File: src/rtl/lc3_wb_pkg.sv
// Shared types and helpers for the parametrised LC3 writeback stage.
//   wb_sel_e : writeback source select encoding (W_control_in)
//   PSR_*    : one-hot NZP flag values, {N,Z,P}
//   nzp()    : flag encoder; the caller passes the sign bit and a zero test,
//              so the function works for any data width.
package lc3_wb_pkg;

  typedef enum logic [1:0] {
    WB_ALU = 2'd0,
    WB_MEM = 2'd1,
    WB_PC  = 2'd2,
    WB_NPC = 2'd3
  } wb_sel_e;

  localparam logic [2:0] PSR_N = 3'b100;
  localparam logic [2:0] PSR_Z = 3'b010;
  localparam logic [2:0] PSR_P = 3'b001;

  function automatic logic [2:0] nzp(input logic neg, input logic zero);
    if (neg)       return PSR_N;
    else if (zero) return PSR_Z;
    else           return PSR_P;
  endfunction

endpackage

File: src/rtl/lc3_regfile_2r1w.sv
// Register file, two read ports / one write port.
//   clock, reset : rising-edge clock, async active-high reset (clears storage
//                  and the registered read copies)
//   we, wa, wd   : write strobe (already range-qualified by the caller),
//                  index, data
//   ra[1:0]      : read indices; indices >= NUM_REGS read as zero
//   rd[1:0]      : read data, combinational (RD_REG=0) or registered (RD_REG=1)
// With BYPASS=1 a matching write is forwarded into the lookup, so a
// combinational port shows the new value in the write cycle and a registered
// port captures the post-write value.
module lc3_regfile_2r1w
  import lc3_wb_pkg::*;
#(
  parameter  int NUM_REGS = 8,
  parameter  int DATA_W   = 16,
  parameter  int BYPASS   = 1,
  parameter  int RD_REG   = 0,
  localparam int REG_AW   = $clog2(NUM_REGS)
) (
  input  logic                        clock,
  input  logic                        reset,
  input  logic                        we,
  input  logic [REG_AW-1:0]           wa,
  input  logic [DATA_W-1:0]           wd,
  input  logic [1:0][REG_AW-1:0]      ra,
  output logic [1:0][DATA_W-1:0]      rd
);

  logic [NUM_REGS-1:0][DATA_W-1:0] rf;
  logic [1:0][DATA_W-1:0]          lookup;

  // Index-compare loop rather than rf[wa] so a non power-of-2 NUM_REGS never
  // addresses a nonexistent entry.
  always_ff @(posedge clock or posedge reset) begin
    if (reset) rf <= '0;
    else if (we)
      for (int i = 0; i < NUM_REGS; i++)
        if (wa == REG_AW'(i)) rf[i] <= wd;
  end

  // Unmatched (out-of-range) indices fall through to the zero default.
  always_comb begin
    lookup = '0;
    for (int p = 0; p < 2; p++) begin
      for (int i = 0; i < NUM_REGS; i++)
        if (ra[p] == REG_AW'(i)) lookup[p] = rf[i];
      if (BYPASS != 0 && we && wa == ra[p]) lookup[p] = wd;
    end
  end

  if (RD_REG != 0) begin : g_rd_reg
    always_ff @(posedge clock or posedge reset) begin
      if (reset) rd <= '0;
      else       rd <= lookup;
    end
  end else begin : g_rd_comb
    assign rd = lookup;
  end

endmodule

File: src/rtl/lc3_writeback_param.sv
// Parametrised LC3 writeback stage.
//   clock, reset          : rising-edge clock, async active-high reset
//   enable_writeback      : write strobe for this cycle
//   W_control_in          : source select (0 alu, 1 mem, 2 pc, 3 npc)
//   aluout/memout/pcout/npc : candidate writeback data
//   dr                    : destination index; dr >= NUM_REGS drops the write
//   sr1, sr2 / d1, d2     : read ports
//   psr                   : {N,Z,P} of the last committed write
//   wb_commit, illegal_dr : one-cycle registered pulses per strobe outcome
//   commit_count          : saturating count of committed writes
module lc3_writeback_param
  import lc3_wb_pkg::*;
#(
  parameter  int DATA_W   = 16,
  parameter  int NUM_REGS = 8,
  parameter  int BYPASS   = 1,
  parameter  int RD_REG   = 0,
  parameter  int CNT_W    = 16,
  localparam int REG_AW   = $clog2(NUM_REGS)
) (
  input  logic              clock,
  input  logic              reset,
  input  logic              enable_writeback,
  input  logic [DATA_W-1:0] npc,
  input  logic [1:0]        W_control_in,
  input  logic [DATA_W-1:0] aluout,
  input  logic [DATA_W-1:0] pcout,
  input  logic [DATA_W-1:0] memout,
  input  logic [REG_AW-1:0] sr1,
  input  logic [REG_AW-1:0] sr2,
  input  logic [REG_AW-1:0] dr,
  output logic [DATA_W-1:0] d1,
  output logic [DATA_W-1:0] d2,
  output logic [2:0]        psr,
  output logic              wb_commit,
  output logic              illegal_dr,
  output logic [CNT_W-1:0]  commit_count
);

  // One extra bit so NUM_REGS == 2**REG_AW is representable.
  localparam logic [REG_AW:0] REGS_LIM = (REG_AW+1)'(NUM_REGS);

  wb_sel_e                sel;
  logic [DATA_W-1:0]      wb_data;
  logic                   dr_ok, wr_en;
  logic [1:0][DATA_W-1:0] rd_data;

  assign sel   = wb_sel_e'(W_control_in);
  assign dr_ok = {1'b0, dr} < REGS_LIM;
  assign wr_en = enable_writeback & dr_ok;

  always_comb begin
    wb_data = aluout;
    unique case (sel)
      WB_ALU: wb_data = aluout;
      WB_MEM: wb_data = memout;
      WB_PC:  wb_data = pcout;
      WB_NPC: wb_data = npc;
    endcase
  end

  lc3_regfile_2r1w #(
    .NUM_REGS (NUM_REGS),
    .DATA_W   (DATA_W),
    .BYPASS   (BYPASS),
    .RD_REG   (RD_REG)
  ) u_rf (
    .clock (clock),
    .reset (reset),
    .we    (wr_en),
    .wa    (dr),
    .wd    (wb_data),
    .ra    ({sr2, sr1}),
    .rd    (rd_data)
  );

  assign d1 = rd_data[0];
  assign d2 = rd_data[1];

  always_ff @(posedge clock or posedge reset) begin
    if (reset) begin
      psr          <= PSR_Z;
      wb_commit    <= 1'b0;
      illegal_dr   <= 1'b0;
      commit_count <= '0;
    end else begin
      wb_commit  <= wr_en;
      illegal_dr <= enable_writeback & ~dr_ok;
      if (wr_en) begin
        psr <= nzp(wb_data[DATA_W-1], ~|wb_data);
        if (commit_count != '1) commit_count <= commit_count + CNT_W'(1);
      end
    end
  end

endmodule

File: config.mk
export PLATFORM = sky130hd
export DESIGN_NAME = lc3_writeback_param
export DESIGN_NICKNAME = d
export VERILOG_FILES = /design/src/rtl/lc3_wb_pkg.sv /design/src/rtl/lc3_regfile_2r1w.sv /design/src/rtl/lc3_writeback_param.sv
export SDC_FILE = /design/constraint.sdc
export NUM_CORES = 1
export LEC_CHECK = 0
export ABC_AREA = 1
export ABC_CLOCK_PERIOD_IN_PS = 4800
export CORE_UTILIZATION = 50
export CTS_BUF_LIST = sky130_fd_sc_hd__clkbuf_16
export CTS_CLUSTER_SIZE = 24
export DETAILED_ROUTE_END_ITERATION = 8
export GPL_TIMING_DRIVEN = 1
export PLACE_DENSITY = 0.72
export SYNTH_ARGS = -nofsm -noshare
export SYNTH_HDL_FRONTEND = slang
export SYNTH_SLANG_ARGS = --single-unit
File: constraint.sdc
create_clock -name clock -period 4.8 [get_ports clock]
set_input_delay 0.48 -clock clock [delete_from_list [all_inputs] [get_ports clock]]
set_output_delay 0.48 -clock clock [all_outputs]
set_load 0.02 [all_outputs]
# Yosys cells after proc, flatten, opt, wreduce, memory -nomap -nowiden

Cells that the tools add are included.

Reduce and logical (&&, ||, !) cells: 16
$add $sub $neg: 1
Multiplexer cells: 21
Equal/unequal tests: 27

Operators with widths:

| kind                                                 | number |
|---|---|
| 2-to-1 mux 16 bit                                    | 18 |
| case mux 16 bit (4 select lines)                     | 1 |
| equality test 3 bit (second input constant)          | 12 |
| equality test 3 x 2 -> 1 bit (second input constant) | 6 |
| AND reduction 2 bit                                  | 9 |
| adder 16 x 1 -> 16 bit (second input constant)       | 1 |
| inequality test 16 bit (second input constant)       | 1 |
| OR reduction 16 bit                                  | 1 |
| equality test 3 x 1 -> 1 bit (second input constant) | 3 |
| zero test 3 bit                                      | 3 |
| equality test 3 bit                                  | 2 |
| equality test 2 bit (second input constant)          | 2 |
| 2-to-1 mux 3 bit                                     | 1 |
| equality test 2 x 1 -> 1 bit (second input constant) | 1 |
| logical AND 1 bit                                    | 2 |
| zero test 2 bit                                      | 1 |
| 2-to-1 mux 2 bit                                     | 1 |

Logic and storage cells: 76
Register bits: 148

# Logic depth before layout (Yosys ltp)

Gate-level depths: netlist of run 1.

Word-level depth: 10
Gate-level depth with buffers: 11
Depth with buffers taken out: 10

# By module

From an unflattened synthesis of run 1, not the netlist that was laid out.

Cells, all modules: 1,280
Area, all modules: 8,774.7 µm²

By module, submodules not included:

| module              | seq. area each (µm²) | cells each | instances | area each (µm²) |
|---|---|---|---|---|
| lc3_regfile_2r1w    | 3,203.1              | 1,066      | 1         | 7,325.8 |
| lc3_writeback_param | 501.7                | 214        | 1         | 1,448.9 |

# Worst setup path before layout of run 1

No wires, ideal clock.

Kind: input -> output
Start point: input dr[1]
End point: output d1[10]
Data required time: 4.320 ns
Stages: 6
Buffers on the path: 2
Arrival time: 1.892 ns
Path slack: 2.428 ns
Path through: clkbuf_1 nor2_1 nor4_4 buf_2 a21oi_1 a21oi_1

Cells in the longest elaborated chain, start to end: 3

Ends and longest elaborated chain:

| what                | RTL line                  | text |
|---|---|---|
| from (decl)         | lc3_writeback_param.sv:31 | `input logic [REG_AW-1:0] dr,` |
| equality test 3 bit | lc3_regfile_2r1w.sv:47    | `if (BYPASS != 0 && we && wa == ra[p]) lookup[p] = wd;` |
| logical AND 1 bit   | lc3_regfile_2r1w.sv:47    |  |
| 2-to-1 mux 16 bit   | lc3_regfile_2r1w.sv:47    |  |
| to (decl)           | lc3_writeback_param.sv:32 | `output logic [DATA_W-1:0] d1,` |

Every way passes these cells.

# Worst setup path in the final report of run 1

Start point: input sr2[0]
End point: output d2[12]

Cells in the longest elaborated chain, start to end: 10

Ends and longest elaborated chain:

| what                            | RTL line                  | text |
|---|---|---|
| from (decl)                     | lc3_writeback_param.sv:30 | `input logic [REG_AW-1:0] sr2,` |
| zero test 3 bit                 | lc3_regfile_2r1w.sv:46    | `if (ra[p] == REG_AW'(i)) lookup[p] = rf[i];` |
| 2-to-1 mux 16 bit (8 in series) | lc3_regfile_2r1w.sv:46    |  |
| 2-to-1 mux 16 bit *             | lc3_regfile_2r1w.sv:47    |  |
| to (decl)                       | lc3_writeback_param.sv:33 | `output logic [DATA_W-1:0] d2,` |

Mark *: on every way between the ends. The rest lies on a longest branch, timed or not.

==> flow_summary.yaml, run 1 <==
critical_path:
  startpoint_type: "input pin"
  timing.critical_path.required_ns: 4.32
  path_cells: "clkdlybuf4s50_1 > inv_1 > nand3_1 > nor2_1 > nor2_1 > nand4_1 > nand2_1 > a21oi_1 > clkdlybuf4s50_1"
  timing.reg2reg.setup_slack_ns: 2.31
  worst_path_largest_cell_delay_ns: 0.66
  worst_reg2reg_path_length_in_cells: 8
  path_buf_inv: 3
  timing.critical_path.to_type: "output port"
  critical_path_fanouts_max: 15
  worst-endpoint-arrival_ns: 3.23
  timing.critical_path.slowest_stage_cell: "sky130_fd_sc_hd__clkdlybuf4s50_1"
  critical-path-top-delay-family: "buffers and inverters"
  crit_type: "in -> out"
  r2r_end: "commit_count[2]"
  r2r_start: "commit_count[0]"
logic_synthesis:
  ys_seq_area_frac: 0.430
  post_synth_most_frequent_cells: "sky130_fd_sc_hd__nand2_1 (434), sky130_fd_sc_hd__o21ai_0 (163), sky130_fd_sc_hd__dfrtp_1 (147)"
  yosysWarningCount: 0
  mappedNetlistArea_mm2: 0.00862
  most_used_standard_cell_by_instance_count_after_synthesis: "sky130_fd_sc_hd__nand2_1"
  synth-xor-area-share: 0.0152
  yosys_register_bits: 148
  synth_fa_ha_area_frac: 0.00145
  yosys.area_share.simple: 0.332
  synth_mux_area_frac: 0
  synth_top_cell_by_area: "sky130_fd_sc_hd__dfrtp_1"
  synth-async-reset-ratio: 1.00
  synth-compound-area-share: 0.138
  synthesized_net_count: 1359
  syn_inst_count: 1280
  synthesis.area_per_instance_um2: 6.73
  synth.distinct_cells: 26
  synth_top_cells_by_area: "sky130_fd_sc_hd__dfrtp_1 (43%), sky130_fd_sc_hd__nand2_1 (19%), sky130_fd_sc_hd__o21ai_0 (9.5%)"
  ys.flop_type: "sky130_fd_sc_hd__dfrtp_1"
  yosys.area.top_type_share: 0.427
  largest_family_of_logic_cells_by_synthesized_area: "simple AND/OR/NAND/NOR gates"
  synth-edff-count: 0
power:
  share_clk_of_total_power: 0.321
  power_per_cell_area_mw_per_mm2: 384
  pleak_nw: 4.94
  peakVddDrop_mv: 0.292
  seq_power_share: 0.420
  p_sw_frac: 0.350
  comb_power_share: 0.260
  power.switching_w: 0.00143
  power.internal_w: 0.00265
cts:
  cts_buffer_depth: 2
  cts_htree_levels: 4
  num_cts_buffers: 17
  cts.root.buffer_cell: "sky130_fd_sc_hd__clkbuf_16"
  clkSlewWorstSetupHoldPaths_ns: 0.06
  cts_resized: 0
  cts_tree: "built"
  clk-insertion-delay-late_ns: 0.43
  post-cts-setup-buffers: 0
  cts.sink_count: 148
  count_of_hold_fix_buffers_inserted_at_cts: 0
global_routing:
  grt_first_pass_wirelength_um: 44900
  antenna_violations_before_repair: 0
  globalRouteTotalUtil: 0.325
  first_global_vias: 8557
  global_route.overflow_total: 0
  largest_net_degree_at_the_start_of_global_routing: 103
floorplanning:
  core-area_mm2: 0.0167
  die-width_um: 133
  initial_utilization: 0.516
  die_h_um: 133
  floorplan.io_pins: 131
  row_count: 47
  design.die.area_mm2: 0.0178
cells_and_area:
  post_route_utilization: 0.637
  num_antenna_cells: 0
  num-nets-final: 1462
  layout-drive-gt1-share: 0.0458
  multiInputGateArea_mm2: 0.00421
  ff_latch_area_mm2: 0.00370
  stdcell_area_mm2: 0.0106
  fillers: 1562
  synthToLayoutAreaGrowth_pct: 23.6
placement:
  gpl.final_weighted_congestion: 0.900
  post-dp-hpwl_um: 19600
  placed_cell_areas_mm2: 0.0101
  buffer_ports.inserted: 129
  preCtsSetupSlack_ns: 1.19
timing:
  timing.setup.tns_ns: 0
  hold-worst-slack_ns: 0.485
  finalClockSkew_ns: 0.00783
  finalSetupViolations: 0
  worstMarginPinSlew_ns: 1.14
  rsz0062_at_grt: "no"
  max_freq_ghz: 0.269
  timing.slew.headroom: 0.241
  timing_max_transition_violations_final: 0
  finalCriticalPeriod_ns: 3.71
  hold_violations: 0
  timing.final.crit_share: 0.774
  finalWorstSetupSlack_ns: 1.09
drt:
  routed_wirelength_normalized_by_instance_count_um: 17.1
  drt_first_pass_iters: 5
  route.detailed.drc: 0
  initial_drc_count: 906
  viasPerCell: 5.54
  detail_route.wirelength_um: 27600
  antenna_violating_nets_post_route: 0
  route.vias.total: 8958
hold_path:
  holdPathEnd: "u_rf.rf[95]"
  min_path_type: "reg -> reg"
  min_path_cells: 2
  worst_hold_startpoint: "u_rf.rf[95]"
run:
  cap_viol_max_count: 0
outcome:
  run_status: "complete, no violations"
## state kept, by name, summed over array words and instances (netlist names)
| register | cells |
|---|---|
| u_rf.rf | 128 |
| commit_count | 16 |
| psr | 3 |
| wb_commit | 1 |
## logic make-up after synthesis
logic type | after synthesis
AO/OA/AOI/OAI | 237
flip-flops | 148
buffers and inverters | 186
other | 1
adder cells (fa/ha/maj) | 1
XOR/XNOR | 15
AND/OR/NAND/NOR | 692
## cell usage in the layout (no fill, tap or decap), types with 2 or more instances in the layout
cell	n
sky130_fd_sc_hd__dfrtp_1	147
sky130_fd_sc_hd__clkinvlp_4	3
sky130_fd_sc_hd__clkinv_4	4
sky130_fd_sc_hd__inv_6	6
sky130_fd_sc_hd__buf_4	16
sky130_fd_sc_hd__xor2_1	11
sky130_fd_sc_hd__clkdlybuf4s50_1	129
sky130_fd_sc_hd__nor3_2	6
sky130_fd_sc_hd__inv_2	6
sky130_fd_sc_hd__inv_1	117
sky130_fd_sc_hd__xnor2_1	4
sky130_fd_sc_hd__nor3_1	3
sky130_fd_sc_hd__or2_2	2
sky130_fd_sc_hd__nand3_1	61
sky130_fd_sc_hd__nand4_1	53
sky130_fd_sc_hd__clkbuf_16	17
sky130_fd_sc_hd__a21oi_1	72
sky130_fd_sc_hd__clkinv_1	2
sky130_fd_sc_hd__o21ai_0	163
sky130_fd_sc_hd__nor2_1	131
sky130_fd_sc_hd__nand2_1	434
## cell type report
type                    instances  area share
inverters                     125      0.0445
flip-flops and latches        148       0.348
clock inverters                15      0.0138
well taps                     220      0.0259
clock buffers                  17      0.0400
multi-input cells             946       0.395
repair buffers                145       0.133
## power by group through the flow
stage                     clock (W)  sequential, W  combinational, W
after global placement            0        0.00172           0.00104
final                       0.00131        0.00171           0.00106
after floorplan                   0        0.00171          0.000601
after global routing        0.00136        0.00174           0.00118
after CTS                   0.00132        0.00171           0.00106
after detailed placement          0        0.00172           0.00105
## stage by stage
step / power [W] / cells
6_report: 0.00408 / 1616
5_1_grt: 0.00429 / 1616
4_1_cts: 0.00409 / 1616
3_5_place_dp: 0.00278 / 1584
3_3_place_gp: 0.00276 / 1584
2_1_floorplan: 0.00231 / 1280
## worst register-to-register path, delay by kind of cell, from the launching register on
| kind | cells | cell delay [ns] |
|---|---|---|
| xor+xnor | 1 | 0.12 |
| simple gates | 5 | 1.05 |
| flops | 1 | 0.50 |
| fa+ha+maj | 1 | 0.28 |
| buf+inv | 1 | 0.44 |
## layer usage
metal	track usage	share of wire	up-vias
li1	-	-	4316
met1	0.438	0.43	4217
met2	0.515	0.48	341
met3	0.0419	0.054	84
met4	0.165	0.038	0
met5	0	0	-
## worst max path at each step
stage	to	cells after the start	from
finish	d2[12]	9	sr2[0]
global route	d2[15]	9	sr2[0]
floorplan	commit_count[0]	1	reset
detailed placement	d2[12]	9	sr2[2]
global placement	d2[12]	9	sr2[2]
CTS	d2[12]	9	sr2[2]
(Power assumes the default switching activity.)
==> inputs of run 2 (changes only) <==
--- a/config.mk
+++ b/config.mk
@@ -6,13 +6,13 @@
 export NUM_CORES = 1
 export LEC_CHECK = 0
 export ABC_AREA = 1
-export ABC_CLOCK_PERIOD_IN_PS = 4800
+export ABC_CLOCK_PERIOD_IN_PS = 3150
 export CORE_UTILIZATION = 50
 export CTS_BUF_LIST = sky130_fd_sc_hd__clkbuf_16
 export CTS_CLUSTER_SIZE = 24
 export DETAILED_ROUTE_END_ITERATION = 8
 export GPL_TIMING_DRIVEN = 1
-export PLACE_DENSITY = 0.72
+export PLACE_DENSITY = 0.75
 export SYNTH_ARGS = -nofsm -noshare
 export SYNTH_HDL_FRONTEND = slang
 export SYNTH_SLANG_ARGS = --single-unit
==> constraint.sdc (replaced) <==
create_clock -name clock -period 3.15 [get_ports clock]
set_input_delay 0.315 -clock clock [delete_from_list [all_inputs] [get_ports clock]]
set_output_delay 0.315 -clock clock [all_outputs]
set_load 0.02 [all_outputs]
==> run 2 against run 1 <==
Compared with the run above:
- design area grew 2.6%
- flip-flop and latch count is the same
- sequential power grew 53%
- clock power grew 51%
- largest cell class unchanged
==> flow_summary.yaml, run 2 (synthesized netlist as in run 1, its figures left out) <==
power:
  share_clk_of_total_power: 0.317
  design_power_total_w: 0.00624
  p_sw_frac: 0.357
  power.switching_w: 0.00223
  power_per_cell_area_mw_per_mm2: 571
  peakVddDrop_mv: 0.413
  seq_power_share: 0.418
  power.internal_w: 0.00401
  comb_power_share: 0.264
  pleak_nw: 5.11
critical_path:
  path_buf_inv: 4
  path_depth: 11
  r2r_end: "commit_count[5]"
  worst_path_largest_cell_delay_ns: 0.64
  worst-endpoint-arrival_ns: 2.70
  timing.critical_path.required_ns: 2.83
  crit_type: "in -> out"
  critical_path_fanouts_max: 16
  worst_path_most_repeated_cell: "sky130_fd_sc_hd__nand2_1"
  startpoint_type: "input pin"
  timing.reg2reg.setup_slack_ns: 0.80
  timing.critical_path.slowest_stage_cell: "sky130_fd_sc_hd__clkdlybuf4s50_1"
  worst_setup_path_endpoint: "d2[9]"
  critical-path-top-delay-family: "buffers and inverters"
  worst_reg2reg_path_length_in_cells: 7
  timing.critical_path.from: "sr2[0]"
  path_cells: "clkdlybuf4s50_1 > inv_1 > nor3_2 > buf_4 > nand2_1 > nand2_1 > nor2_1 > nand4_1 > nand2_1 > a21oi_1 > clkdlybuf4s50_1"
  timing.critical_path.to_type: "output port"
  r2r_start: "commit_count[0]"
cts:
  cts_tree: "built"
  cts.root.buffer_cell: "sky130_fd_sc_hd__clkbuf_16"
  cts_resized: 0
  num_cts_buffers: 17
  cts_htree_levels: 4
  cts.sink_count: 148
  clkSlewWorstSetupHoldPaths_ns: 0.07
  cts_buffer_depth: 2
  count_of_hold_fix_buffers_inserted_at_cts: 0
  post-cts-setup-buffers: 0
  clk-insertion-delay-late_ns: 0.44
cells_and_area:
  largest_registers_in_the_final_layout: "u_rf.rf x128, commit_count x16, psr x3"
  num-nets-final: 1489
  most-common-layout-cells: "sky130_fd_sc_hd__nand2_1 (434), sky130_fd_sc_hd__o21ai_0 (163), sky130_fd_sc_hd__dfrtp_1 (147)"
  stdcell_area_mm2: 0.0109
  synthToLayoutAreaGrowth_pct: 26.8
  num_antenna_cells: 0
  regMostFlops: "u_rf.rf"
  final-instance-count-excl-fill: 1643
  layout-drive-gt1-share: 0.0647
  largest_register_ff_count: 128
  final_common_cell: "sky130_fd_sc_hd__nand2_1"
drt:
  drt_first_pass_iters: 6
  routed_wirelength_normalized_by_instance_count_um: 16.9
  route.detailed.drc: 0
  viasPerCell: 5.55
  detail_route.wirelength_um: 27700
  route.vias.total: 9111
  antenna_violating_nets_post_route: 0
  initial_drc_count: 1040
timing:
  timing.setup.tns_ns: 0
  finalCriticalPeriod_ns: 3.01
  max_freq_ghz: 0.332
  hold_violations: 0
  finalSetupViolations: 0
  timing.slew.headroom: 0.589
  timing_max_transition_violations_final: 0
  worstMarginPinSlew_ns: 0.615
  finalClockSkew_ns: 0.00149
  timing.final.crit_share: 0.956
  rsz0062_at_grt: "no"
global_routing:
  first_global_vias: 8513
  antenna_violations_before_repair: 0
  grt_first_pass_wirelength_um: 44700
  globalRouteTotalUtil: 0.324
  largest_net_degree_at_the_start_of_global_routing: 65
  global_route.overflow_total: 0
placement:
  post-dp-hpwl_um: 19700
  post-place-cells: 1611
  placed_cell_areas_mm2: 0.0103
  buffer_ports.inserted: 129
  gpl.final_weighted_congestion: 0.950
outcome:
  run_status: "complete, no violations"
hold_path:
  min_path_type: "in -> async"
run:
  cap_viol_max_count: 0
floorplanning:
  die-width_um: 133
  die_h_um: 133
  row_count: 47
  design.die.area_mm2: 0.0178
  core-area_mm2: 0.0167
  initial_utilization: 0.516
  floorplan.io_pins: 131
## run 2: power groups by stage
stage                     combinational (W)  sequential [W]  clock, W
after detailed placement            0.00164         0.00262         0
final                               0.00165         0.00261   0.00198
after global placement              0.00160         0.00261         0
after floorplan                    0.000916         0.00260         0
after CTS                           0.00165         0.00260   0.00199
after global routing                0.00182         0.00265   0.00208
## run 2: cell type report
cell class / instances / area, um2
multi-input cells: 946 / 4210
inverters: 125 / 473
well taps: 220 / 275
clock buffers: 17 / 425
flip-flops and latches: 148 / 3700
fillers: 1510 / 5780
repair buffers: 172 / 1690
clock inverters: 15 / 138
## run 2: per-layer routing
| layer | vias up | wire [um] | GRT usage |
|---|---|---|---|
| met4 | 0 | 1030 | 0.152 |
| met1 | 4283 | 12000 | 0.441 |
| met5 | - | 0 | 0 |
| met2 | 387 | 13000 | 0.504 |
| met3 | 75 | 1730 | 0.0537 |
| li1 | 4366 | - | - |
## run 2: stage by stage
| stage | setup slack (ns) | utilization | hold slack, ns |
|---|---|---|---|
| after floorplan | 0.975 | - | 0.346 |
| after global placement | 0.137 | 0.620 | 0.464 |
| after detailed placement | 0.132 | 0.620 | 0.465 |
| after CTS | 0.115 | 0.653 | 0.319 |
| after global routing | 0.0160 | 0.654 | 0.346 |
| final | 0.137 | 0.654 | 0.293 |
## run 2: how the worst min path moves through the flow
stage | end | cells after the start
after floorplan | wb_commit | 0
after global placement | psr[1] | 2
after detailed placement | psr[1] | 2
after CTS | u_rf.rf[1] | 2
after global routing | u_rf.rf[1] | 2
final | u_rf.rf[1] | 2
==> inputs of run 3 (changes only) <==
--- a/config.mk
+++ b/config.mk
@@ -6,7 +6,6 @@
 export NUM_CORES = 1
 export LEC_CHECK = 0
 export ABC_AREA = 1
-export ABC_CLOCK_PERIOD_IN_PS = 3150
 export CORE_UTILIZATION = 50
 export CTS_BUF_LIST = sky130_fd_sc_hd__clkbuf_16
 export CTS_CLUSTER_SIZE = 24
==> results of run 3 <==
No change in the layout: final DEF, timing and power equal those of run 2.
